==> config.mk <==
export PLATFORM = sky130hd
export DESIGN_NAME = time_set_ctrl
export DESIGN_NICKNAME = d
export VERILOG_FILES = /design/src/rtl/time_set_ctrl_pkg.sv /design/src/rtl/time_set_ctrl_key_debounce.sv /design/src/rtl/time_set_ctrl.sv
export SDC_FILE = /design/constraint.sdc
export NUM_CORES = 1
export LEC_CHECK = 0
export BUFFER_PORTS_ARGS = -buffer_cell sky130_fd_sc_hd__buf_4
export CAP_MARGIN = 10
export CORE_ASPECT_RATIO = 0.9
export CORE_UTILIZATION = 60
export CTS_CLUSTER_SIZE = 24
export DETAILED_ROUTE_END_ITERATION = 12
export PLACE_DENSITY = 0.84
export SYNTH_ARGS = -nofsm -noshare
export SYNTH_HDL_FRONTEND = slang
export SYNTH_SLANG_ARGS = --single-unit
==> constraint.sdc <==
create_clock -name clk -period 10.27 [get_ports clk]
set_input_delay 2.054 -clock clk [delete_from_list [all_inputs] [get_ports clk]]
set_output_delay 2.054 -clock clk [all_outputs]
set_load 0.01 [all_outputs]
==> src/rtl/time_set_ctrl_pkg.sv <==
// Shared definitions for the time/alarm edit controller.
//  - mode encodings, digit limits and cursor indices
//  - digits_t: BCD time digits (alarm reuses it; its seconds stay 0)
//  - key_press_t: one-clk debounced press pulses
//  - inc_digit(): wrap-around increment of one digit, including the
//    24-hour tens/units interlock
package time_set_ctrl_pkg;

  typedef enum logic [1:0] {
    MODE_IDLE      = 2'd0,
    MODE_SET_TIME  = 2'd1,
    MODE_SET_ALARM = 2'd2
  } mode_e;

  localparam logic [3:0] GE_MAX           = 4'd9;
  localparam logic [2:0] SEC_SHI_MAX      = 3'd5;  // seconds and minutes tens
  localparam logic [1:0] HOUR_SHI_MAX     = 2'd2;
  localparam logic [3:0] HOUR_GE_MAX_AT_2 = 4'd3;

  // Time cursor indices (also the digit index used by inc_digit)
  localparam logic [2:0] CUR_SEC_GE   = 3'd0;
  localparam logic [2:0] CUR_SEC_SHI  = 3'd1;
  localparam logic [2:0] CUR_MIN_GE   = 3'd2;
  localparam logic [2:0] CUR_MIN_SHI  = 3'd3;
  localparam logic [2:0] CUR_HOUR_GE  = 3'd4;
  localparam logic [2:0] CUR_HOUR_SHI = 3'd5;

  // Alarm cursor indices; alarm digit i is time digit i + CUR_MIN_GE
  localparam logic [2:0] CUR_A_MIN_GE   = 3'd0;
  localparam logic [2:0] CUR_A_MIN_SHI  = 3'd1;
  localparam logic [2:0] CUR_A_HOUR_GE  = 3'd2;
  localparam logic [2:0] CUR_A_HOUR_SHI = 3'd3;

  typedef struct packed {
    logic [1:0] hour_shi;
    logic [3:0] hour_ge;
    logic [2:0] min_shi;
    logic [3:0] min_ge;
    logic [2:0] sec_shi;
    logic [3:0] sec_ge;
  } digits_t;

  typedef struct packed {
    logic mode;
    logic shift;
    logic inc;
    logic alarm;
  } key_press_t;

  function automatic logic [3:0] inc_ge(logic [3:0] v);
    return (v >= GE_MAX) ? 4'd0 : v + 4'd1;
  endfunction

  function automatic logic [2:0] inc_shi(logic [2:0] v);
    return (v >= SEC_SHI_MAX) ? 3'd0 : v + 3'd1;
  endfunction

  function automatic digits_t inc_digit(digits_t d, logic [2:0] idx);
    digits_t r;
    r = d;
    case (idx)
      CUR_SEC_GE:  r.sec_ge  = inc_ge(d.sec_ge);
      CUR_SEC_SHI: r.sec_shi = inc_shi(d.sec_shi);
      CUR_MIN_GE:  r.min_ge  = inc_ge(d.min_ge);
      CUR_MIN_SHI: r.min_shi = inc_shi(d.min_shi);
      CUR_HOUR_GE: begin
        if (d.hour_shi == HOUR_SHI_MAX)
          r.hour_ge = (d.hour_ge >= HOUR_GE_MAX_AT_2) ? 4'd0 : d.hour_ge + 4'd1;
        else
          r.hour_ge = inc_ge(d.hour_ge);
      end
      CUR_HOUR_SHI: begin
        r.hour_shi = (d.hour_shi >= HOUR_SHI_MAX) ? 2'd0 : d.hour_shi + 2'd1;
        // entering the 20s must not leave an illegal 24..29
        if (r.hour_shi == HOUR_SHI_MAX && d.hour_ge > HOUR_GE_MAX_AT_2)
          r.hour_ge = HOUR_GE_MAX_AT_2;
      end
      default: ;
    endcase
    return r;
  endfunction

endpackage

==> src/rtl/time_set_ctrl_key_debounce.sv <==
// key_debounce: synchronise and debounce one active-low push key.
//  clk, rst  : clock, async active-high reset (key reads as released)
//  key_n     : raw asynchronous key, active-low
//  press     : registered one-clk pulse when the debounced level falls
// The stable level flips only after the synchronised level has differed
// from it for DEB_CYCLES consecutive clocks; any agreement restarts the count.
module key_debounce #(
  parameter int DEB_CYCLES = 10000
) (
  input  logic clk,
  input  logic rst,
  input  logic key_n,
  output logic press
);

  localparam int CW = (DEB_CYCLES > 1) ? $clog2(DEB_CYCLES) : 1;
  localparam logic [CW-1:0] CNT_LAST = CW'(DEB_CYCLES - 1);

  logic          sync1, sync2, stable;
  logic [CW-1:0] cnt;

  always_ff @(posedge clk or posedge rst) begin
    if (rst) begin
      sync1  <= 1'b1;
      sync2  <= 1'b1;
      stable <= 1'b1;
      cnt    <= '0;
      press  <= 1'b0;
    end else begin
      sync1 <= key_n;
      sync2 <= sync1;
      press <= 1'b0;
      if (sync2 == stable) begin
        cnt <= '0;
      end else if (cnt == CNT_LAST) begin
        stable <= sync2;
        cnt    <= '0;
        press  <= ~sync2;  // only the falling (pressed) edge pulses
      end else begin
        cnt <= cnt + 1'b1;
      end
    end
  end

endmodule

==> src/rtl/time_set_ctrl.sv <==
// time_set_ctrl: key-driven editor for the clock time and alarm.
//  clk, rst                  : clock, async active-high reset
//  key_mode_n/shift/inc/alarm: raw active-low keys
//  set_*                     : time digits being edited (BCD)
//  set_time_finish           : one-clk load strobe on leaving SET_TIME
//  clock_* / clock_en        : alarm time digits and enable
//  edit_mode / cursor        : current mode and edited digit for blinking
// Press priority in a cycle: mode > shift > inc; alarm only acts in IDLE.
module time_set_ctrl
  import time_set_ctrl_pkg::*;
#(
  parameter int DEB_CYCLES = 10000
) (
  input  logic       clk,
  input  logic       rst,
  input  logic       key_mode_n,
  input  logic       key_shift_n,
  input  logic       key_inc_n,
  input  logic       key_alarm_n,
  output logic [3:0] set_sec_ge,
  output logic [2:0] set_sec_shi,
  output logic [3:0] set_min_ge,
  output logic [2:0] set_min_shi,
  output logic [3:0] set_hour_ge,
  output logic [1:0] set_hour_shi,
  output logic       set_time_finish,
  output logic [3:0] clock_min_ge,
  output logic [2:0] clock_min_shi,
  output logic [3:0] clock_hour_ge,
  output logic [1:0] clock_hour_shi,
  output logic       clock_en,
  output logic [1:0] edit_mode,
  output logic [2:0] cursor
);

  logic [3:0] keys_n, press_vec;
  key_press_t press;

  assign keys_n = {key_mode_n, key_shift_n, key_inc_n, key_alarm_n};
  assign press  = key_press_t'(press_vec);

  for (genvar i = 0; i < 4; i++) begin : g_deb
    key_debounce #(.DEB_CYCLES(DEB_CYCLES)) u_deb (
      .clk   (clk),
      .rst   (rst),
      .key_n (keys_n[i]),
      .press (press_vec[i])
    );
  end

  // ---------------- mode FSM ----------------
  mode_e state_q, state_d;

  always_ff @(posedge clk or posedge rst) begin
    if (rst) state_q <= MODE_IDLE;
    else     state_q <= state_d;
  end

  always_comb begin
    state_d = state_q;
    if (press.mode) begin
      case (state_q)
        MODE_IDLE:      state_d = MODE_SET_TIME;
        MODE_SET_TIME:  state_d = MODE_SET_ALARM;
        MODE_SET_ALARM: state_d = MODE_IDLE;
        default:        state_d = MODE_IDLE;
      endcase
    end
  end

  always_comb begin
    edit_mode = state_q;
  end

  // ---------------- digit registers ----------------
  digits_t    set_q, alarm_q;
  logic [2:0] cursor_q, cursor_last;
  logic       clock_en_q, finish_q;

  assign cursor_last = (state_q == MODE_SET_TIME) ? CUR_HOUR_SHI : CUR_A_HOUR_SHI;

  always_ff @(posedge clk or posedge rst) begin
    if (rst) begin
      set_q      <= '0;
      alarm_q    <= '0;
      cursor_q   <= '0;
      clock_en_q <= 1'b0;
      finish_q   <= 1'b0;
    end else begin
      finish_q <= 1'b0;
      if (press.mode) begin
        cursor_q <= '0;
        finish_q <= (state_q == MODE_SET_TIME);
      end else if (press.shift && state_q != MODE_IDLE) begin
        cursor_q <= (cursor_q >= cursor_last) ? 3'd0 : cursor_q + 3'd1;
      end else if (press.inc && state_q == MODE_SET_TIME) begin
        set_q <= inc_digit(set_q, cursor_q);
      end else if (press.inc && state_q == MODE_SET_ALARM) begin
        // alarm cursor 0..3 maps onto the minute/hour digits
        alarm_q <= inc_digit(alarm_q, cursor_q + CUR_MIN_GE);
      end else if (press.alarm && state_q == MODE_IDLE) begin
        clock_en_q <= ~clock_en_q;
      end
    end
  end

  // alarm seconds are never edited and never leave the block
  logic [6:0] unused_alarm_sec;
  assign unused_alarm_sec = {alarm_q.sec_shi, alarm_q.sec_ge};

  assign set_sec_ge      = set_q.sec_ge;
  assign set_sec_shi     = set_q.sec_shi;
  assign set_min_ge      = set_q.min_ge;
  assign set_min_shi     = set_q.min_shi;
  assign set_hour_ge     = set_q.hour_ge;
  assign set_hour_shi    = set_q.hour_shi;
  assign set_time_finish = finish_q;
  assign clock_min_ge    = alarm_q.min_ge;
  assign clock_min_shi   = alarm_q.min_shi;
  assign clock_hour_ge   = alarm_q.hour_ge;
  assign clock_hour_shi  = alarm_q.hour_shi;
  assign clock_en        = clock_en_q;
  assign cursor          = cursor_q;

endmodule
### After elaboration in Yosys (flattened, before gate mapping)

Index checks and enable logic that the tools add are counted.

| storage, ports and cells | value |
|---|---|
| output and inout bits | 40 |
| bits of input ports | 6 |
| flip-flop bits (word level) | 112 |

| cells by class | value |
|---|---|
| bitwise logic cells | 13 |
| order comparisons | 15 |
| mux-type cells | 40 |
| reductions and logical operators | 27 |
| $add $sub $neg | 16 |
| eq/ne operators | 25 |

Operators with widths:

| cell | count |
|---|---|
| $mux W14 | 8 |
| $add A14 B1 Y14 const B | 4 |
| $eq A14 B14 Y1 const B | 4 |
| $mux W4 | 11 |
| $reduce_and A5 Y1 | 5 |
| $mux W3 | 7 |
| $add A4 B1 Y4 const B | 5 |
| $ge A4 B4 Y1 const B | 5 |
| $reduce_and A4 Y1 | 5 |
| $pmux W4 S2 | 2 |
| $not A1 Y1 | 13 |
| $add A3 B1 Y3 const B | 4 |
| $eq A3 B2 Y1 const B | 4 |
| $eq A3 B3 Y1 const B | 4 |
| $eq A2 B2 Y1 const B | 5 |
| $ge A3 B3 Y1 const B | 3 |
| $mux W1 | 9 |
| $ge A4 B2 Y1 const B | 2 |
| $gt A4 B2 Y1 const B | 2 |
| $reduce_and A2 Y1 | 4 |
| $reduce_bool A2 Y1 | 4 |
| $logic_and A1 B1 Y1 | 6 |
| $reduce_and A6 Y1 | 1 |
| $add A2 B1 Y2 const B | 2 |
| other kinds (11) | 17 |

### Depth between registers and ports, before layout

| depth | value |
|---|---|
| depth in word-level cells | 6 |
| depth in mapped cells | 6 |
| gate-level depth less buffers | 6 |

### By module

A second synthesis with hierarchy kept.

| second synthesis, totals | value |
|---|---|
| cells, all modules | 566 |
| area, all modules | 5703.0 µm² |

By module, submodules not included:

| module | cells an instance | seq. area each (µm²) | area an instance (µm²) | times used |
|---|---|---|---|---|
| key_debounce | 77 | 454.2 | 823.3 | 4 |
| time_set_ctrl | 258 | 1001.0 | 2409.8 | 1 |

### Worst setup path after synthesis

Ideal clock, no wire load.

| timing | value |
|---|---|
| kind | register to output |
| start | reg cursor_q[1] (netlist: cursor[1]) |
| end | out cursor[1] |
| path slack | 7.734 ns |
| data arrival time | 0.482 ns |
| stages on the path, launching flop included | 1 |
| data required time | 8.216 ns |
| path buffers | 0 |
| path through | dfrtp_1 |

RTL lines:

| what | line | source |
|---|---|---|
| start, declared | time_set_ctrl.sv:77 | `logic [2:0] cursor_q, cursor_last;` |
| start signal, assigned | time_set_ctrl.sv:95 | `cursor_q <= (cursor_q >= cursor_last) ? 3'd0 : cursor_q + 3'd1;` |
| end, declared | time_set_ctrl.sv:33 | `output logic [2:0] cursor` |

No word-level cell between the ends.

### Worst setup path in the final report

| timing | value |
|---|---|
| start | reg cursor_q[2] (netlist: cursor[2]) |
| end | out cursor[2] |

No word-level cell between the ends.

==> impl_results.md <==
* Status: finished, final reports clean
* Vias at 4110
* R2R Setup Slk at 7.81 ns
* Reg area at 0.00282 mm²
* Slew headroom at 48.3%
* Worst-Margin Slew at 0.774 ns
* Critical R2R Launch: edit_mode[0]$_DFFE_PP0P_
* Net Count, Synth at 593
* Area contributors post-synth: dfrtp_1 44%, ha_1 6.9%, xnor2_1 6.5%
* GP Congestion at 0.800
* Pin count of the biggest net entering global routing at 60
* Buffer type at the clock tree root: clkbuf_8
* FP Rows at 33
* Drt wl/cell at 13.8 µm
* Post-CTS Setup Bufs at 0
* DIE WIDTH at 104 µm
* Mapped Cells at 556
* Cts repair resizes at 0
* CTS tree: built
* Max Freq at 0.313 GHz
* Yosys Warn Count at 0
* Most common cell in the netlist: dfrtp_1
* Flops & latches, synth at 112
* Yosys cell types at 54
* Top-area cell type share of the netlist area at 44.3%
* Initial Utilization at 61.9%
* Post-CTS Hold Buffers at 0
* Worst Min Path Start: g_deb[3].u_deb.sync1$_DFF_PP1_
* Power density over the cells at 119 mW/mm²
* Post-synthesis cell area at 0.00565 mm²
* Worst-path fanout max at 11
* Port bufs at 45
* Clock Sinks at 112
* Seq/Total Area, Yosys at 49.9%
* CP required at 8.22 ns
* Final-report setup violation count at 0
* Hold depth at 0
* Startpoint types: flop
* Stages on the worst setup path at 1
* Worst vdd ir at 0.0901 mV
* Final Skew at 0.0128 ns
* Final period util at 31.1%
* Worst Path Buf+Inv at 1
* Layout cells sized above 1 at 15.1%
* Final TNS setup at 0 ns
* Place WS at 6.83 ns
* Diodes inserted at 0
* List of most frequent post-synthesis cells: 100 x dfrtp_1, 70 x nor2_1, 43 x inv_1
* Drt pass-1 iters at 5
* Total CTS buffers at 9
* Max incr delay on CP at 0.59 ns
* Die area at 0.00981 mm²
* Final Hold Fails at 0
* Setup ws final at 7.08 ns
* Grt total ovfl at 0
* PnR Total Power at 756 µW
* Max Buffers Root-to-Sink at 2
* Vias per std cell at 5.61
* 1st-iter DRT viols at 237
* Worst path top cell family by delay: flip-flops
* P&R area growth vs syn at 12.0%
* Worst-path clk slew at 0.09 ns
* Worst min-delay path category: reg2reg
* Drt drc at 0
* Worst-skew pair later-pin latency at 0.36 ns
* Register-to-Register Path Depth at 5
* EDFF count, synth at 0
* Initial antenna violation count at 0
* Final antenna-violating net count at 0
* RSZ-0062 raised after global routing: false
* Number of fill cells at 669
* Final nets at 643
* H-tree levels at 3
* Worst hold endpoint: g_deb[3].u_deb.sync2$_DFF_PP1_
* Maxcap violations at 0
* Fraction of registers with async set/reset at 100%
* Fin crit period at 3.19 ns
* Die Height at 94.1 µm
* Max-slew violation count at 0
* Core Area at 0.00913 mm²
* Syn avg cell area at 10.2 µm²
* Multi-input logic area at 0.00262 mm²
* All-Layer GR Usage at 22.4%
* # IOs at 46
* First-pass GRT wire length at 17700 µm
* R2R Path End: cursor[0]$_DFFE_PP0N_
* CP max-delay cell: dfrtp_1
* Final WL at 10100 µm
* Post-DP HPWL at 7170 µm
* Setup crit end kind: output port
* Worst-path cell chain: buf_4
* Ys flop type: dfrtp_1
* Synth area leader: dfrtp_1
* Leakage dissipation at 2.84 nW
* Vias in the first global route at 4021
* Crit Path Category: reg2out
* Worst Path Arrival at 1.14 ns
per-layer routing:
layer  routed length [µm]  part of all wire (%)  GRT usage [%]
met5                    0                     0              0
met4                  111                   1.1           8.57
met3                  326                   3.2           3.19
met2                 4900                    48           39.0
met1                 4800                    47           28.6
cell type report:
class | instances | share of cell area [%]
sequential | 112 | 44.5
clock inverter | 3 | 1.07
tap | 122 | 2.41
inverter | 43 | 2.59
clock buffer | 13 | 2.35
multi-input combinational | 393 | 41.5
timing repair buffer | 47 | 5.58
sequential cells by signal, summed over array words and instances, names as in the netlist:
| register | flops |
|---|---|
| clock_hour_shi | 2 |
| set_hour_shi | 2 |
| set_sec_shi | 3 |
| clock_min_shi | 3 |
| g_deb.u_deb.stable | 4 |
| g_deb.u_deb.cnt | 56 |
| edit_mode | 2 |
| cursor | 3 |
| g_deb.u_deb.sync2 | 4 |
| g_deb.u_deb.sync1 | 4 |
| set_sec_ge | 4 |
| clock_min_ge | 4 |
| set_min_shi | 3 |
| set_min_ge | 4 |
| clock_hour_ge | 4 |
| set_time_finish | 1 |
| clock_en | 1 |
| set_hour_ge | 4 |
| g_deb.u_deb.press | 4 |
cells in the final DEF, fill, tap and decap left out, types with 5 or more instances in the layout:
master / instances
a21o_1: 5
a21oi_1: 6
a2bb2oi_1: 5
and3_1: 6
buf_4: 47
clkbuf_8: 10
dfrtp_1: 100
dfstp_2: 12
ha_1: 31
inv_1: 42
nand2_1: 31
nand2b_1: 6
nand3_1: 23
nand4_1: 24
nor2_1: 70
nor2b_1: 6
nor3_1: 21
nor3b_1: 6
nor4_1: 14
o21ai_0: 23
xnor2_1: 42
xor2_1: 13
per-stage QoR:
step                hold WS [ns]  cells  cell area (µm²)  utilization (%)
floorplan                  0.345    556             5650                -
global placement           0.347    717             6110             67.0
detailed placement         0.348    717             6110             67.0
CTS                        0.362    733             6330             69.3
global route               0.370    733             6330             69.3
finish                     0.361    733             6330             69.3
where the power goes:
group | internal [mW] | switching [mW]
Clock | 0.145 | 0.138
Combinational | 0.00576 | 0.0149
Sequential | 0.447 | 0.00502
kinds of logic (layout without fill, tap and decap cells):
logic type / Yosys count / in the layout / share of synthesized area, %
AOI/OAI and AO/OA: 65 / 65 / 7.75
xor gates and xnor gates: 55 / 55 / 8.53
adders and majority gates: 32 / 32 / 7.04
buffers and inverters: 51 / 106 / 3.70
DFF: 112 / 112 / 49.9
muxes: 8 / 8 / 1.77
and+or+nand+nor: 233 / 233 / 21.3
worst max-delay path by stage:
stage                                           end             startpoint
after global routing                      cursor[2]  cursor[2]$_DFFE_PP0N_
final                                     cursor[2]  cursor[2]$_DFFE_PP0N_
after detailed placement  set_sec_ge[2]$_DFFE_PP0P_                    rst
after global placement    set_sec_ge[2]$_DFFE_PP0P_                    rst
after floorplan                clock_en$_DFFE_PP0P_                    rst
after CTS                                 cursor[2]  cursor[2]$_DFFE_PP0N_
Note: power is estimated with default switching activity, not from simulation.
